==> src/rtl/wb_stage.sv <==
// Writeback stage: selects the writeback source, extracts and extends load data,
// and registers the result with one cycle of latency. Also keeps a saturating retire count.
module wb_stage #(
   parameter int DATA_W     = 32,
   parameter int REG_ADDR_W = 5,
   parameter int CNT_W      = 16
) (
   input  logic                  clk,
   input  logic                  rst,
   input  logic                  in_valid,
   input  logic                  stall,
   input  logic                  flush,
   input  logic [1:0]            in_wb_sel,
   input  logic [DATA_W-1:0]     in_alu_result,
   input  logic [DATA_W-1:0]     in_read_data,
   input  logic [DATA_W-1:0]     in_link_addr,
   input  logic [REG_ADDR_W-1:0] in_rd,
   input  logic                  in_reg_write,
   input  logic [1:0]            in_ld_size,
   input  logic                  in_ld_unsigned,
   input  logic [1:0]            in_byte_off,
   output logic [DATA_W-1:0]     wb_data,
   output logic [REG_ADDR_W-1:0] wb_rd,
   output logic                  wb_we,
   output logic                  wb_valid,
   output logic [CNT_W-1:0]      retire_count
);

   typedef enum logic [1:0] {
      SEL_ALU  = 2'b00,
      SEL_MEM  = 2'b01,
      SEL_LINK = 2'b10,
      SEL_ALU2 = 2'b11
   } wb_sel_e;

   typedef enum logic [1:0] {
      LD_BYTE = 2'b00,
      LD_HALF = 2'b01,
      LD_WORD = 2'b10,
      LD_FULL = 2'b11
   } ld_size_e;

   logic [7:0]          byte_lane;
   logic [15:0]         half_lane;
   logic [DATA_W-1:0]   mem_value;
   logic [DATA_W-1:0]   wb_data_nxt;
   logic                wb_we_nxt;
   logic                wb_valid_nxt;
   logic                capture;
   logic                retire;
   logic                cnt_full;

   // Little-endian lane selection; the half lane ignores the low offset bit.
   // NOTE: every variable assigned in always_comb gets a default first, so no path can infer a latch.
   always_comb begin
      byte_lane = in_read_data[7:0];
      case (in_byte_off)
         2'd0: byte_lane = in_read_data[7:0];
         2'd1: byte_lane = in_read_data[15:8];
         2'd2: byte_lane = in_read_data[23:16];
         2'd3: byte_lane = in_read_data[31:24];
         default: byte_lane = in_read_data[7:0];
      endcase
      half_lane = in_byte_off[1] ? in_read_data[31:16] : in_read_data[15:0];
   end

   // Fill with the extension bit, then overlay the loaded field; this avoids a
   // zero-width replication when DATA_W is exactly 32.
   always_comb begin
      mem_value = in_read_data;
      case (ld_size_e'(in_ld_size))
         LD_BYTE: begin
            mem_value      = {DATA_W{~in_ld_unsigned & byte_lane[7]}};
            mem_value[7:0] = byte_lane;
         end
         LD_HALF: begin
            mem_value       = {DATA_W{~in_ld_unsigned & half_lane[15]}};
            mem_value[15:0] = half_lane;
         end
         LD_WORD: begin
            mem_value       = {DATA_W{~in_ld_unsigned & in_read_data[31]}};
            mem_value[31:0] = in_read_data[31:0];
         end
         LD_FULL: mem_value = in_read_data;
         default: mem_value = in_read_data;
      endcase
   end

   always_comb begin
      wb_data_nxt = in_alu_result;
      case (wb_sel_e'(in_wb_sel))
         SEL_ALU:  wb_data_nxt = in_alu_result;
         SEL_MEM:  wb_data_nxt = mem_value;
         SEL_LINK: wb_data_nxt = in_link_addr;
         SEL_ALU2: wb_data_nxt = in_alu_result;
         default:  wb_data_nxt = in_alu_result;
      endcase
   end

   // Flush overrides stall: the stage still loads, but as a bubble.
   assign capture      = ~stall | flush;
   assign wb_valid_nxt = in_valid & ~flush;
   assign wb_we_nxt    = in_valid & in_reg_write & (in_rd != '0) & ~flush;
   assign retire       = ~stall & ~flush & in_valid;
   assign cnt_full     = (retire_count == {CNT_W{1'b1}});

   // NOTE: sequential state uses non-blocking assignments so every register samples pre-edge values.
   always_ff @(posedge clk) begin
      if (rst) begin
         wb_data  <= '0;
         wb_rd    <= '0;
         wb_we    <= 1'b0;
         wb_valid <= 1'b0;
      end else if (capture) begin
         wb_data  <= wb_data_nxt;
         wb_rd    <= in_rd;
         wb_we    <= wb_we_nxt;
         wb_valid <= wb_valid_nxt;
      end
   end

   always_ff @(posedge clk) begin
      if (rst) begin
         retire_count <= '0;
      end else if (retire && !cnt_full) begin
         retire_count <= retire_count + 1'b1;
      end
   end

endmodule

==> config.mk <==
export PLATFORM = sky130hd
export DESIGN_NAME = wb_stage
export DESIGN_NICKNAME = d
export VERILOG_FILES = /design/src/rtl/wb_stage.sv
export SDC_FILE = /design/constraint.sdc
export NUM_CORES = 1
export LEC_CHECK = 0
export ABC_AREA = 1
export CAP_MARGIN = 20
export CORE_MARGIN = 1.5
export CORE_UTILIZATION = 45
export CTS_CLUSTER_DIAMETER = 50
export DETAILED_ROUTE_END_ITERATION = 8
export MAX_ROUTING_LAYER = met4
export PLACE_DENSITY = 0.95
export SYNTH_ARGS = -nofsm -noshare
export SYNTH_HDL_FRONTEND = slang
export SYNTH_SLANG_ARGS = --single-unit
==> constraint.sdc <==
create_clock -name clk -period 3.1 [get_ports clk]
set_input_delay 0.465 -clock clk [delete_from_list [all_inputs] [get_ports clk]]
set_output_delay 0.465 -clock clk [all_outputs]
set_load 0.05 [all_outputs]
==> impl_metrics.env, run 1 <==
export IMPL_finalNetCount=876
export IMPL_cts_resized=0
export IMPL_synth_commonest_cells="nand2_1 (244), nor2_1 (68), dfxtp_1 (55)"
export IMPL_placed_area_um2=5340
export IMPL_clock_latency_ns=0.32
export IMPL_fill_cells=678
export IMPL_yosysWarnings=0
export IMPL_status="completed"
export IMPL_drtIter0Drc=232
export IMPL_path_class="register to output port"
export IMPL_route_detailed_drc=0
export IMPL_drt_pass1_iter_count=5
export IMPL_cp_slowest_cell="clkdlybuf4s50_1"
export IMPL_crit_buf_inv=1
export IMPL_track_usage=0.290
export IMPL_setup_tns_ns=0
export IMPL_ir_drop_mv=0.214
export IMPL_fin_crit_sh=0.680
export IMPL_place_congestion=0.868
export IMPL_cts_tree="yes"
export IMPL_tightest_slew_ns=0.904
export IMPL_htree_levels=2
export IMPL_maxSlewHeadroom=0.397
export IMPL_finalSetupViolCount=0
export IMPL_cts_sinks=55
export IMPL_route_vias_total=4620
export IMPL_path_cells="clkdlybuf4s50_1"
export IMPL_viasPerCell=5.36
export IMPL_grt_max_degree=64
export IMPL_dpl_worst_slack_ns=0.621
export IMPL_hold_path_class="register to register"
export IMPL_yosys_most_used_dff="dfxtp_1"
export IMPL_cts_root_buf="clkbuf_8"
export IMPL_die_y_um=93.0
export IMPL_io_buffers=168
export IMPL_synthArstFlopShare=0
export IMPL_synth_area_per_cell_um2=5.97
export IMPL_leakage_uw=0.00232
export IMPL_synth_cells=611
export IMPL_grt_pass1_vias=4405
export IMPL_worstPathRequired_ns=2.63
export IMPL_post_cts_setup_buffers=0
export IMPL_hold_viol_final=0
export IMPL_fp_dieW_um=93.0
export IMPL_fin_ws_ns=0.991
export IMPL_multiInputGateArea_um2=2280
export IMPL_die_area_um2=8660
export IMPL_grt_overflow_total=0
export IMPL_cp_arrival_ns=1.64
export IMPL_initial_core_util=0.467
export IMPL_synth_most_common_cell="nand2_1"
export IMPL_synth_seq_area_share=0.302
export IMPL_drv_cap=0
export IMPL_core_area_um2=7810
export IMPL_endpoint_kind="output port"
export IMPL_cts_buffers=5
export IMPL_report_final_slew_viol_count=0
export IMPL_hold_buffers=0
export IMPL_synth_edf_count=0
export IMPL_clk_pin_slew_ns=0.12
export IMPL_ant_nets=0
export IMPL_crit_fanout=6
export IMPL_critPathTopFamily="buffers and inverters"
export IMPL_antenna_found_initial=0
export IMPL_rows=32
export IMPL_n_antenna_cell=0
export IMPL_yosys_area_top_type="dfxtp_1"
export IMPL_ys_types=32
export IMPL_hpwl_um=9270
export IMPL_wirelength_um=12400
export IMPL_timing_fmax_ghz=0.474
export IMPL_rsz0062_at_grt="no"
export IMPL_drive_gt1_frac=0.0461
export IMPL_wl_per_cell_um=14.4
export IMPL_crit_path_start_kind="register"
export IMPL_slowest_delay_ns=0.85
export IMPL_clockBufferDepth=2
export IMPL_synth_nets=728
export IMPL_areaGrowthSynthToFinish_pct=50.1
export IMPL_p_per_area_nw_per_um2=350
export IMPL_synth_seq_cells=55
export IMPL_netlist_area_um2=3650
export IMPL_fin_crit_ns=2.11
export IMPL_io_pins=169
export IMPL_finClkSkew_ns=0.00136
export IMPL_design_area_um2=5480
export IMPL_synth_top_area_frac=0.302
export IMPL_regArea_um2=1100
export IMPL_synth_area_leaders="dfxtp_1 (30%), nand2_1 (25%), a21oi_1 (7.0%)"
export IMPL_grt_first_pass_wirelength_um=19800
==> per-layer routing <==
metal | part of all wire | vias to the layer above | track usage | routed length, µm
met5 | 0 | - | - | 0
met4 | 0.019 | 0 | 0.0859 | 241
met3 | 0.082 | 26 | 0.0398 | 1020
met2 | 0.50 | 235 | 0.518 | 6200
met1 | 0.40 | 2077 | 0.338 | 4980
li1 | - | 2282 | - | -
==> state kept, by name (all words and copies together) (netlist names) <==
| register | cells |
|---|---|
| retire_count | 16 |
| wb_data | 32 |
| wb_rd | 5 |
| wb_valid | 1 |
| wb_we | 1 |
==> cells by family after synthesis <==
group	after synthesis	share of synthesized area
flip-flops	55	0.302
buffers and inverters	58	0.0741
XOR/XNOR	9	0.0216
adder cells (fa/ha/maj)	3	0.0103
AND/OR/NAND/NOR	369	0.412
AO/OA/AOI/OAI	117	0.180
==> final timing paths <==
path	start	endpoint	slack, ns	cells after the start
setup / recovery	retire_count[2]$_SDFFE_PP0P_	retire_count[2]	0.99	1
hold reg to reg	wb_rd[0]$_SDFFE_PP0P_	wb_rd[0]$_SDFFE_PP0P_	0.50	2
setup reg to reg	retire_count[0]$_SDFFE_PP0P_	retire_count[11]$_SDFFE_PP0P_	1.21	8
hold / removal	wb_rd[0]$_SDFFE_PP0P_	wb_rd[0]$_SDFFE_PP0P_	0.50	2
==> cells in the final DEF (no fill, tap or decap), types with 5 or more instances in the layout <==
cell / n
nand2_1: 244
clkdlybuf4s50_1: 168
nor2_1: 68
dfxtp_1: 55
a21oi_1: 51
nand3_1: 39
o21ai_0: 39
inv_1: 19
xor2_1: 7
a31oi_1: 7
o22ai_1: 7
a22o_1: 7
clkbuf_8: 5
buf_4: 5
==> metrics by stage <==
step	hold WS (ns)	total power, µW	std cells	utilization
detailed placement	0.480	1480	852	0.683
floorplan	0.534	1180	611	-
global route	0.525	2000	862	0.701
global placement	0.451	1470	852	0.683
finish	0.500	1920	862	0.701
CTS	0.503	1920	860	0.696
==> power by group <==
| part | internal (µW) | switching (µW) | total [µW] | leakage (µW) |
|---|---|---|---|---|
| Combinational | 301 | 398 | 700 | 0.00182 |
| Clock | 167 | 275 | 442 | 0.0000463 |
| Sequential | 751 | 24.8 | 776 | 0.000453 |
| Total | 1220 | 699 | 1920 | 0.00232 |
==> layout make-up <==
type | count | area share
Multi-Input combinational cell | 498 | 0.416
Timing Repair Buffer | 176 | 0.325
Sequential cell | 55 | 0.201
Tap cell | 102 | 0.0233
Inverter | 23 | 0.0167
Clock buffer | 5 | 0.0126
Clock inverter | 3 | 0.00503
No activity file was read; power rests on OpenSTA's default activity.
==> run 2: changes to the inputs <==
- CORE_UTILIZATION: 45 -> 42
- PLACE_DENSITY: 0.95 -> 0.92
- clock period: 3.1 -> 1.98 ns (I/O delays scaled with it)
==> run 2 against run 1 <==
Total power is 57% higher. Clock skew is 0.0073 ns higher. Register-to-register slack got worse by 0.92 ns. Via count rose by 0.58%. Worst setup slack worse by 0.96 ns. Global-route usage fell by 1.2 points. Clock-buffer cell count is the same. Sequential cell count did not move. Utilization shrank 2.9 points. Combinational power grew 60%. Cell count up 1.7%. Highest routed layer unchanged.
==> impl_metrics.env, run 2 (synthesis gave the netlist of run 1 again) <==
export IMPL_fin_crit_ns=1.95
export IMPL_worstReg2RegStart="retire_count[0]$_SDFFE_PP0P_"
export IMPL_grt_overflow_total=0
export IMPL_track_usage=0.278
export IMPL_p_int_uw=1930
export IMPL_initial_core_util=0.440
export IMPL_cp_startpoint="retire_count[2]$_SDFFE_PP0P_"
export IMPL_cts_resized=0
export IMPL_path_class="register to output port"
export IMPL_hold_path_class="register to register"
export IMPL_crit_end="retire_count[2]"
export IMPL_crit_fanout=6
export IMPL_fin_cells=877
export IMPL_drtIter0Drc=147
export IMPL_fin_crit_sh=0.983
export IMPL_ir_drop_mv=0.342
export IMPL_finalNetCount=888
export IMPL_regToRegSetupSlack_ns=0.29
export IMPL_critPathTopFamily="buffers and inverters"
export IMPL_drv_cap=0
export IMPL_route_detailed_drc=0
export IMPL_n_antenna_cell=0
export IMPL_endpoint_kind="output port"
export IMPL_grt_first_pass_wirelength_um=19500
export IMPL_fill_cells=688
export IMPL_design_area_um2=5580
export IMPL_leakage_uw=0.00238
export IMPL_cp_slowest_cell="clkdlybuf4s50_1"
export IMPL_hold_buffers=0
export IMPL_clock_latency_ns=0.32
export IMPL_switchingPower_uw=1080
export IMPL_cts_buffers=5
export IMPL_finalSetupViolCount=0
export IMPL_final_core_util=0.672
export IMPL_htree_levels=2
export IMPL_setup_tns_ns=0
export IMPL_die_y_um=96.2
export IMPL_route_vias_total=4647
export IMPL_viasPerCell=5.30
export IMPL_die_area_um2=9260
export IMPL_grt_max_degree=37
export IMPL_ant_nets=0
export IMPL_switching_share=0.359
export IMPL_tightest_slew_ns=0.541
export IMPL_place_congestion=1.05
export IMPL_p_per_area_nw_per_um2=539
export IMPL_crit_buf_inv=1
export IMPL_r2r_end="retire_count[2]$_SDFFE_PP0P_"
export IMPL_maxSlewHeadroom=0.638
export IMPL_power_frac_clock=0.222
export IMPL_clk_pin_slew_ns=0.12
export IMPL_holdWs_ns=0.483
export IMPL_io_pins=169
export IMPL_worstPathRequired_ns=1.68
export IMPL_final_common_cell="nand2_1"
export IMPL_sequentialPowerShare=0.404
export IMPL_slowest_delay_ns=0.85
export IMPL_grt_pass1_vias=4422
export IMPL_cts_sinks=55
export IMPL_mostFrequentLayoutCells="nand2_1 (244), clkdlybuf4s50_1 (168), nor2_1 (68), dfxtp_1 (55), a21oi_1 (51)"
export IMPL_hold_viol_final=0
export IMPL_crit_cells=1
export IMPL_combPwrFrac=0.374
export IMPL_largestRegisters="wb_data: 32 flops, retire_count: 16 flops, wb_rd: 5 flops"
export IMPL_areaGrowthSynthToFinish_pct=52.8
export IMPL_wl_per_cell_um=14.3
export IMPL_fp_dieW_um=96.2
export IMPL_timing_fmax_ghz=0.514
export IMPL_dp_cells=869
export IMPL_drt_pass1_iter_count=5
export IMPL_hpwl_um=9890
export IMPL_wirelength_um=12600
export IMPL_antenna_found_initial=0
export IMPL_finClkSkew_ns=0.00871
export IMPL_clockBufferDepth=2
export IMPL_status="completed"
export IMPL_cp_arrival_ns=1.65
export IMPL_placed_area_um2=5480
export IMPL_rsz0062_at_grt="no"
export IMPL_report_final_slew_viol_count=0
export IMPL_top_register="wb_data"
export IMPL_cts_tree="yes"
export IMPL_drive_gt1_frac=0.0609
export IMPL_cts_root_buf="clkbuf_8"
export IMPL_path_cells="clkdlybuf4s50_1"
export IMPL_post_cts_setup_buffers=0
export IMPL_core_area_um2=8300
export IMPL_largest_reg_flops=32
export IMPL_io_buffers=168
export IMPL_rows=33
export IMPL_crit_path_start_kind="register"
export IMPL_r2r_cells=7
## run 2: changes by cell type in the layout (fill, tap and decap cells not counted)
cell	before	now
buf_4	5	16
buf_16	1	0
clkinv_4	2	1
clkinv_2	0	1
buf_12	1	4
buf_8	1	0
## run 2: tightest hold or removal path, stage by stage, from the launching register on
cell and delay (ns):
dfxtp_1 0.33, nand2_1 0.06, a21oi_1 0.06
## run 2: routing by layer
| layer | wire, µm | GRT usage |
|---|---|---|
| met5 | 0 | - |
| met4 | 363 | 0.118 |
| met3 | 946 | 0.0466 |
| met2 | 6260 | 0.498 |
| met1 | 5000 | 0.301 |
## run 2: how the worst min path moves through the flow
stage	startpoint	end	depth (start not counted)	slack, ns
global placement	wb_we$_SDFFE_PP0P_	wb_we$_SDFFE_PP0P_	2	0.45
finish	wb_we$_SDFFE_PP0P_	wb_we$_SDFFE_PP0P_	2	0.48
global route	wb_valid$_SDFFE_PP0P_	wb_valid$_SDFFE_PP0P_	2	0.49
detailed placement	wb_valid$_SDFFE_PP0P_	wb_valid$_SDFFE_PP0P_	2	0.46
floorplan	rst	retire_count[12]$_SDFFE_PP0P_	1	0.37
CTS	wb_valid$_SDFFE_PP0P_	wb_valid$_SDFFE_PP0P_	2	0.48
## run 2: power by group through the flow
stage	clock (µW)	combinational [µW]	sequential [µW]
after floorplan	0	372	1480
after global placement	0	1100	1240
after detailed placement	0	1120	1240
after CTS	672	1120	1210
after global routing	701	1200	1220
final	668	1120	1210
## run 2: metrics by stage
stage	setup slack (ns)	total power [µW]
final	0.0330	3010
after global routing	0.00937	3130
after CTS	0.0469	3010
after detailed placement	0.0240	2360
after global placement	0.0829	2340
after floorplan	0.144	1850
## run 2: layout make-up
type                       instances  area (µm²)  share of cell area
timing repair buffer             188        1880               0.338
sequential                        55        1100               0.197
clock buffer                       5        68.8              0.0123
inverter                          23        91.3              0.0164
multi-input combinational        498        2280               0.408
tap                              105         131              0.0236
clock inverter                     3        23.8             0.00426
==> run 3: changes to the inputs <==
- CORE_MARGIN: 1.5 -> unset
- PLACE_DENSITY: 0.92 -> 0.84
==> run 3 against run 2 <==
Worst setup slack better by 0.031 ns. Hold slack better by 0.0020 ns. Combinational power about the same. Sequential cell count unchanged. Sequential power about the same. Cell count unchanged. Register-to-register slack worse by 0.02 ns. Largest power group unchanged.
==> impl_metrics.env, run 3 (synthesis gave the netlist of run 1 again) <==
export IMPL_tightest_slew_ns=0.545
export IMPL_post_cts_setup_buffers=0
export IMPL_leakage_uw=0.00238
export IMPL_hpwl_um=10300
export IMPL_finalPower_uw=3000
export IMPL_dp_cells=869
export IMPL_clk_pin_slew_ns=0.10
export IMPL_cts_root_buf="clkbuf_8"
export IMPL_ir_drop_mv=0.277
export IMPL_worstPathRequired_ns=1.68
export IMPL_endpoint_kind="output port"
export IMPL_cp_slowest_cell="clkdlybuf4s50_1"
export IMPL_place_congestion=0.942
export IMPL_crit_buf_inv=1
export IMPL_track_usage=0.303
export IMPL_final_common_cell="nand2_1"
export IMPL_drt_pass1_iter_count=5
export IMPL_areaGrowthSynthToFinish_pct=52.8
export IMPL_fin_crit_ns=1.92
export IMPL_htree_levels=2
export IMPL_initial_core_util=0.440
export IMPL_dpl_worst_slack_ns=-0.0301
export IMPL_io_buffers=168
export IMPL_drv_cap=0
export IMPL_report_final_slew_viol_count=0
export IMPL_crit_fanout=5
export IMPL_path_class="register to output port"
export IMPL_cts_buffers=5
export IMPL_largestRegisters="wb_data: 32 flops, retire_count: 16 flops, wb_rd: 5 flops"
export IMPL_path_cells="clkdlybuf4s50_1"
export IMPL_clock_latency_ns=0.31
export IMPL_grt_first_pass_wirelength_um=20600
export IMPL_die_y_um=95.2
export IMPL_hold_path_class="register to register"
export IMPL_antenna_found_initial=0
export IMPL_rsz0062_at_grt="no"
export IMPL_io_pins=169
export IMPL_drive_gt1_frac=0.0609
export IMPL_p_per_area_nw_per_um2=539
export IMPL_cts_sinks=55
export IMPL_grt_max_degree=45
export IMPL_grt_pass1_vias=4468
export IMPL_clockBufferDepth=2
export IMPL_crit_path_start_kind="register"
export IMPL_ant_nets=0
export IMPL_die_area_um2=9060
export IMPL_fin_crit_sh=0.968
export IMPL_top_register="wb_data"
export IMPL_fp_dieW_um=95.2
export IMPL_cp_arrival_ns=1.62
export IMPL_route_vias_total=4558
export IMPL_fin_cells=877
export IMPL_wirelength_um=13100
export IMPL_largest_reg_flops=32
export IMPL_wl_per_cell_um=14.9
export IMPL_finClkSkew_ns=0.00736
export IMPL_n_antenna_cell=0
export IMPL_status="completed"
export IMPL_finalNetCount=888
export IMPL_drtIter0Drc=227
export IMPL_viasPerCell=5.20
export IMPL_critPathTopFamily="buffers and inverters"
export IMPL_grt_overflow_total=0
export IMPL_maxSlewHeadroom=0.635
export IMPL_slowest_delay_ns=0.85
export IMPL_route_detailed_drc=0
export IMPL_rows=33
export IMPL_fin_ws_ns=0.0642
export IMPL_core_area_um2=8300
export IMPL_hold_viol_final=0
export IMPL_mostFrequentLayoutCells="nand2_1 (244), clkdlybuf4s50_1 (168), nor2_1 (68), dfxtp_1 (55), a21oi_1 (51)"
export IMPL_finalSetupViolCount=0
export IMPL_timing_fmax_ghz=0.522
export IMPL_cts_resized=0
export IMPL_hold_buffers=0
export IMPL_holdWs_ns=0.485
export IMPL_cts_tree="yes"
==> run 3: tightest hold or removal path: stages (launching register included) <==
cell and delay, ns:
dfxtp_1 0.33, nand2_1 0.06, a21oi_1 0.06
==> run 3: area by class of cell <==
cell class,count,area (µm²)
clock buffers,5,68.8
flip-flops and latches,55,1100
repair buffers,188,1880
clock inverters,3,22.5
multi-input cells,498,2280
well taps,105,131
fillers,761,2730
inverters,23,91.3
==> run 3: path summary, 6_finish.rpt <==
check | start | endpoint | slack, ns | cells after the start
min | wb_we$_SDFFE_PP0P_ | wb_we$_SDFFE_PP0P_ | 0.49 | 2
min reg2reg | wb_we$_SDFFE_PP0P_ | wb_we$_SDFFE_PP0P_ | 0.49 | 2
max reg2reg | retire_count[0]$_SDFFE_PP0P_ | retire_count[6]$_SDFFE_PP0P_ | 0.27 | 6
max | retire_count[6]$_SDFFE_PP0P_ | retire_count[6] | 0.06 | 1
==> run 3: layer usage <==
| layer | up-vias | routed length [µm] | GRT usage |
|---|---|---|---|
| met5 | - | 0 | - |
| met4 | 0 | 310 | 0.0997 |
| met3 | 28 | 780 | 0.0463 |
| met2 | 167 | 6440 | 0.532 |
| met1 | 2059 | 5530 | 0.352 |
| li1 | 2304 | - | - |
==> run 3: per-stage QoR <==
stage | utilization | setup TNS (ns) | area [µm²]
after floorplan | - | 0 | 3650
after global placement | 0.661 | 0 | 5480
after detailed placement | 0.661 | -0.108 | 5480
after CTS | 0.672 | 0 | 5570
after global routing | 0.672 | 0 | 5570
final | 0.672 | 0 | 5570
==> run 3: where the power goes <==
group | total, µW | switching [µW] | internal [µW] | leakage [µW]
clock network | 654 | 400 | 255 | 0.0000485
registers | 1210 | 38.8 | 1180 | 0.000453
logic | 1130 | 640 | 492 | 0.00188
total | 3000 | 1080 | 1920 | 0.00238
